`config.mk`:
```
export PLATFORM = sky130hd
export DESIGN_NAME = serial_adder
export DESIGN_NICKNAME = d
export VERILOG_FILES = /design/src/rtl/serial_adder_pkg.sv /design/src/rtl/serial_adder_fa_cell.sv /design/src/rtl/serial_adder.sv
export SDC_FILE = /design/constraint.sdc
export NUM_CORES = 1
export LEC_CHECK = 0
export CORE_ASPECT_RATIO = 0.9
export CORE_MARGIN = 5
export CORE_UTILIZATION = 27
export CTS_CLUSTER_SIZE = 8
export DETAILED_ROUTE_END_ITERATION = 16
export PLACE_DENSITY = 0.53
export SLEW_MARGIN = 10
export SYNTH_ARGS = -nofsm -noshare
export SYNTH_HDL_FRONTEND = slang
export SYNTH_SLANG_ARGS = --single-unit
export TNS_END_PERCENT = 100
```
`constraint.sdc`:
```
create_clock -name clk -period 4.8 [get_ports clk]
set_clock_uncertainty 0.2 [all_clocks]
set_input_delay 0.48 -clock clk [delete_from_list [all_inputs] [get_ports clk]]
set_output_delay 0.48 -clock clk [all_outputs]
set_load 0.01 [all_outputs]
```
`src/rtl/serial_adder_pkg.sv`:
```
// Shared types and helpers for the bit-serial adder.
package serial_adder_pkg;

  // Sequencer states: wait for start, shift one bit per clock, present result.
  typedef enum logic [1:0] {
    IDLE = 2'd0,
    RUN  = 2'd1,
    DONE = 2'd2
  } state_e;

  // Bits needed for a counter that can hold 0..width.
  function automatic int unsigned cnt_width(input int unsigned width);
    return $clog2(width + 1);
  endfunction

endpackage

```
`src/rtl/serial_adder_fa_cell.sv`:
```
// One-bit combinational full adder used as the serial arithmetic cell.
module fa_cell (
  input  logic i_a,
  input  logic i_b,
  input  logic i_c,
  output logic o_sum,
  output logic o_carry
);

  assign o_sum   = i_a ^ i_b ^ i_c;
  assign o_carry = (i_a & i_b) | (i_a & i_c) | (i_b & i_c);

endmodule

```
`src/rtl/serial_adder.sv`:
```
// Bit-serial adder: captures operands on start, adds LSB first through one
// full-add cell, and presents sum/cout/overflow with a one-cycle done pulse.
// Optional macro SERIAL_ADDER_SUB_EN adds a 'sub' input selecting a - b.
module serial_adder
  import serial_adder_pkg::*;
#(
  parameter int unsigned WIDTH = 8
) (
  input  logic             clk,
  input  logic             rst_n,
  input  logic             start,
  input  logic [WIDTH-1:0] a,
  input  logic [WIDTH-1:0] b,
  input  logic             cin,
`ifdef SERIAL_ADDER_SUB_EN
  input  logic             sub,
`endif
  output logic             busy,
  output logic             done,
  output logic [WIDTH-1:0] sum,
  output logic             cout,
  output logic             overflow
);

  localparam int unsigned CW = cnt_width(WIDTH);

  state_e           r_state;
  state_e           w_state_next;
  logic [WIDTH-1:0] r_a;
  logic [WIDTH-1:0] r_b;
  logic [WIDTH-1:0] r_res;
  logic             r_carry;
  logic [CW-1:0]    r_cnt;

  logic             w_load;
  logic             w_last;
  logic             w_s;
  logic             w_c;
  logic [WIDTH-1:0] w_b_load;
  logic             w_cin_load;
  logic [WIDTH-1:0] w_res_next;

  // Operand conditioning at capture: subtract is a + ~b + 1.
`ifdef SERIAL_ADDER_SUB_EN
  assign w_b_load   = sub ? ~b : b;
  assign w_cin_load = sub ? 1'b1 : cin;
`else
  assign w_b_load   = b;
  assign w_cin_load = cin;
`endif

  fa_cell u_fa (
    .i_a     (r_a[0]),
    .i_b     (r_b[0]),
    .i_c     (r_carry),
    .o_sum   (w_s),
    .o_carry (w_c)
  );

  // Result fills from the top so the first (LSB) bit ends at position 0.
  assign w_res_next = (r_res >> 1) | (WIDTH'(w_s) << (WIDTH - 1));
  assign w_last     = (r_cnt == CW'(WIDTH - 1));

  // State register.
  always_ff @(posedge clk or negedge rst_n) begin
    if (!rst_n) r_state <= IDLE;
    else        r_state <= w_state_next;
  end

  // Next-state logic and capture strobe.
  always_comb begin
    w_state_next = r_state;
    w_load       = 1'b0;
    case (r_state)
      IDLE: begin
        if (start) begin
          w_load       = 1'b1;
          w_state_next = RUN;
        end
      end
      RUN: begin
        if (w_last) w_state_next = DONE;
      end
      DONE:    w_state_next = IDLE;
      default: w_state_next = IDLE;
    endcase
  end

  // Serial datapath: operand shifters, carry, bit counter and result capture.
  always_ff @(posedge clk or negedge rst_n) begin
    if (!rst_n) begin
      r_a      <= '0;
      r_b      <= '0;
      r_res    <= '0;
      r_carry  <= 1'b0;
      r_cnt    <= '0;
      sum      <= '0;
      cout     <= 1'b0;
      overflow <= 1'b0;
    end else if (w_load) begin
      r_a     <= a;
      r_b     <= w_b_load;
      r_carry <= w_cin_load;
      r_cnt   <= '0;
      r_res   <= '0;
    end else if (r_state == RUN) begin
      r_a     <= r_a >> 1;
      r_b     <= r_b >> 1;
      r_carry <= w_c;
      r_res   <= w_res_next;
      r_cnt   <= r_cnt + CW'(1);
      if (w_last) begin
        sum      <= w_res_next;
        cout     <= w_c;
        overflow <= r_carry ^ w_c;
      end
    end
  end

  // Registered status flags decoded from the upcoming state.
  always_ff @(posedge clk or negedge rst_n) begin
    if (!rst_n) begin
      busy <= 1'b0;
      done <= 1'b0;
    end else begin
      busy <= (w_state_next == RUN);
      done <= (w_state_next == DONE);
    end
  end

endmodule

```
==> flow_metrics.py <==
metrics = {
    "run_status": {
        "outcome": "finished clean",
    },
    "cts": {
        "cts_buffer_depth": 2,
        "post_cts_buffers": 0,
        "cts_sinks": 42,
        "ctsResizeCount": 0,
        "clk-insertion-delay-late_ns": 0.29,
        "cts-buffers-inserted": 5,
        "cts_hold_buf": 0,
        "cts_tree": "done",
        "clock-root-buffer": "clkbuf_8",
        "clk_pin_slew_ns": 0.09,
        "cts_htree_levels": 2,
    },
    "placement": {
        "hpwl_um": 2280,
        "gp_routability_congestion": 0.704,
        "place_ws_ns": 2.65,
        "io_buffer_count": 31,
    },
    "cells_and_area": {
        "fin_util_pct": 35.3,
        "multi_input_area_um2": 644,
        "nFillCells": 667,
        "syn_to_final_growth_pct": 28.5,
        "regArea_mm2": 0.00105,
        "drive_gt1_share_pct": 11.9,
        "diodes": 0,
        "final_common_cell": "nand2_1",
        "final_cell_mix": "nand2_1 (50), dfrtp_1 (42), clkdlybuf4s50_1 (30)",
        "final_net_count": 215,
    },
    "sta": {
        "worst_pin_slew_ns": 0.923,
        "finalHoldViolations": 0,
        "fin_crit_ns": 1.97,
        "slew_violations": 0,
        "period_share_pct": 41.1,
        "worst_slack_ns": 2.83,
        "rsz0062_at_grt": "no",
        "relSlewSlack_pct": 38.5,
        "tns_ns": 0,
        "fmax_ghz": 0.507,
        "finalSetupViolations": 0,
    },
    "floorplanning": {
        "rows": 28,
        "design.core.area_mm2": 0.00648,
        "start_util_pct": 27.4,
        "io_pins": 32,
        "fp.dieW_um": 95.5,
        "die_h_um": 87.0,
        "dieArea_mm2": 0.00831,
    },
    "drt": {
        "wl_met2_um": 1660,
        "top_layer": "met4",
        "postRouteWirelength_um": 3570,
        "viasPerCell": 4.31,
        "wirelength_met1_um": 1670,
        "drc_errors": 0,
        "drt_iter0_markers": 80,
        "antenna_left": 0,
        "dr.pass1.iters": 4,
        "wl_per_cell_um": 12.6,
        "vias": 1223,
        "wl_met3_um": 186,
    },
    "synth": {
        "synth.cell_area_mm2": 0.00178,
        "synth_top_area_share_pct": 59.1,
        "ys_ff_latch": 42,
        "synthesis.nets": 184,
        "syn_area_per_cell_um2": 11.0,
        "synth.area.top_cells": "dfrtp_1 (59%), nand2_1 (11%), a22oi_1 (5.9%)",
        "synthCells": 162,
        "yosysTopAreaCell": "dfrtp_1",
        "ys_types": 29,
        "yosysSeqAreaShare_pct": 59.1,
        "synth_warnings": 0,
    },
    "critical_path": {
        "crit_type": "flop to flop",
        "required_ns": 4.79,
        "crit_fanout": 19,
        "crit_path_start_kind": "flop",
        "worstSetupEndpointType": "flop",
        "worst_ep_arrival_time_ns": 1.96,
        "rrSetupSlack_ns": 2.83,
    },
    "power": {
        "p_seq_share_pct": 43.5,
        "intPower_uw": 890,
        "netSwitchingFraction_pct": 31.3,
        "power_switching_uw": 406,
        "irDropWorstVdd_v": 0.000196,
        "powerDensity_mw_per_mm2": 567,
        "leakage_uw": 0.00102,
        "power_frac_comb_pct": 31.0,
        "power_frac_clock_pct": 25.6,
    },
    "flow_run": {
        "maxCapViolations": 0,
    },
    "global_routing": {
        "grt_pass1_vias": 1301,
        "antenna_found_initial": 0,
        "grt_pass1_wl_um": 6080,
        "grt_start_max_net_pins": 43,
        "grt.overflow.total": 0,
        "grt.total_usage_pct": 9.59,
    },
    "min_path": {
        "min_path_type": "input port to async pin",
    },
}
critical path, cell delays in order, from the launching register on:
cell      delay, ns
dfrtp_1        0.52
nand2b_4       0.21
nor3_4         0.53
mux2_2         0.40
final cells by class:
cell class                 count  area share [%]
sequential                    42            46.0
multi-input combinational    106            28.2
timing repair buffer          33            14.0
tap                           90            4.93
clock buffer                   5            3.01
clock inverter                 3            3.01
inverter                       5           0.821
registers in the layout (all words and copies together), names as in the netlist:
name,count
r_b,8
r_res,7
done,1
r_carry,1
r_a,8
cout,1
busy,1
r_cnt,4
r_state,2
sum,8
overflow,1
cell usage after synthesis:
cell type	n
xnor2_1	1
buf_4	3
xor2_1	1
nand3_1	1
clkbuf_1	1
buf_2	3
o21ai_0	10
nor3b_2	1
nor3_4	1
nor2b_1	1
a221o_1	1
inv_1	5
a21o_1	1
nor3b_1	1
nor3_1	1
nand2_1	50
nor2_1	3
a22oi_1	14
dfrtp_1	42
buf_6	2
o22ai_1	2
o21bai_2	1
mux2i_1	2
mux2_2	8
o21bai_1	1
a211oi_1	2
nand2b_4	1
fa_1	1
ha_1	1
cells by family (layout without fill, tap and decap cells):
group           after synthesis  in the layout  share of synthesized area [%]
flops                        42             42                           59.1
compound gates               32             32                           12.3
buf+inv                      14             46                           4.64
fa+ha+maj                     2              2                           1.83
simple gates                 60             60                           14.9
mux                          10             10                           6.19
xor+xnor                      2              2                          0.985
layer usage:
metal  global-route usage [%]  vias to the layer above
li1                         -                      610
met5                        0                        -
met3                     2.85                        5
met4                     3.88                        0
met2                     15.7                       28
met1                     11.8                      580
stage by stage:
stage	cells	total power, uW	area [um2]	hold slack, ns
floorplan	162	829	1780	-0.0156
global placement	276	970	2150	0.259
detailed placement	276	981	2150	0.263
CTS	284	1320	2280	0.154
global route	284	1400	2280	0.218
finish	284	1300	2280	0.118
final timing paths:
path                                            from  cells after the start                 end
worst max-delay path            r_state[0]$_DFF_PN0_                      3  sum[0]$_DFFE_PN0P_
worst min-delay path                           rst_n                      1  sum[5]$_DFFE_PN0P_
worst max register to register  r_state[0]$_DFF_PN0_                      3  sum[0]$_DFFE_PN0P_
worst min register to register    r_a[0]$_DFFE_PN0P_                      2  r_a[0]$_DFFE_PN0P_
max in group asynchronous                      rst_n                      1  r_b[1]$_DFFE_PN0P_
min in group clk                  r_a[0]$_DFFE_PN0P_                      2  r_a[0]$_DFFE_PN0P_
power groups by stage:
stage | logic, uW | clock network [uW] | registers [uW]
floorplan | 264 | 0 | 565
global placement | 401 | 0 | 569
detailed placement | 409 | 0 | 572
CTS | 411 | 344 | 566
global route | 457 | 357 | 581
finish | 401 | 331 | 563
Note: power is estimated with default switching activity, not from simulation.
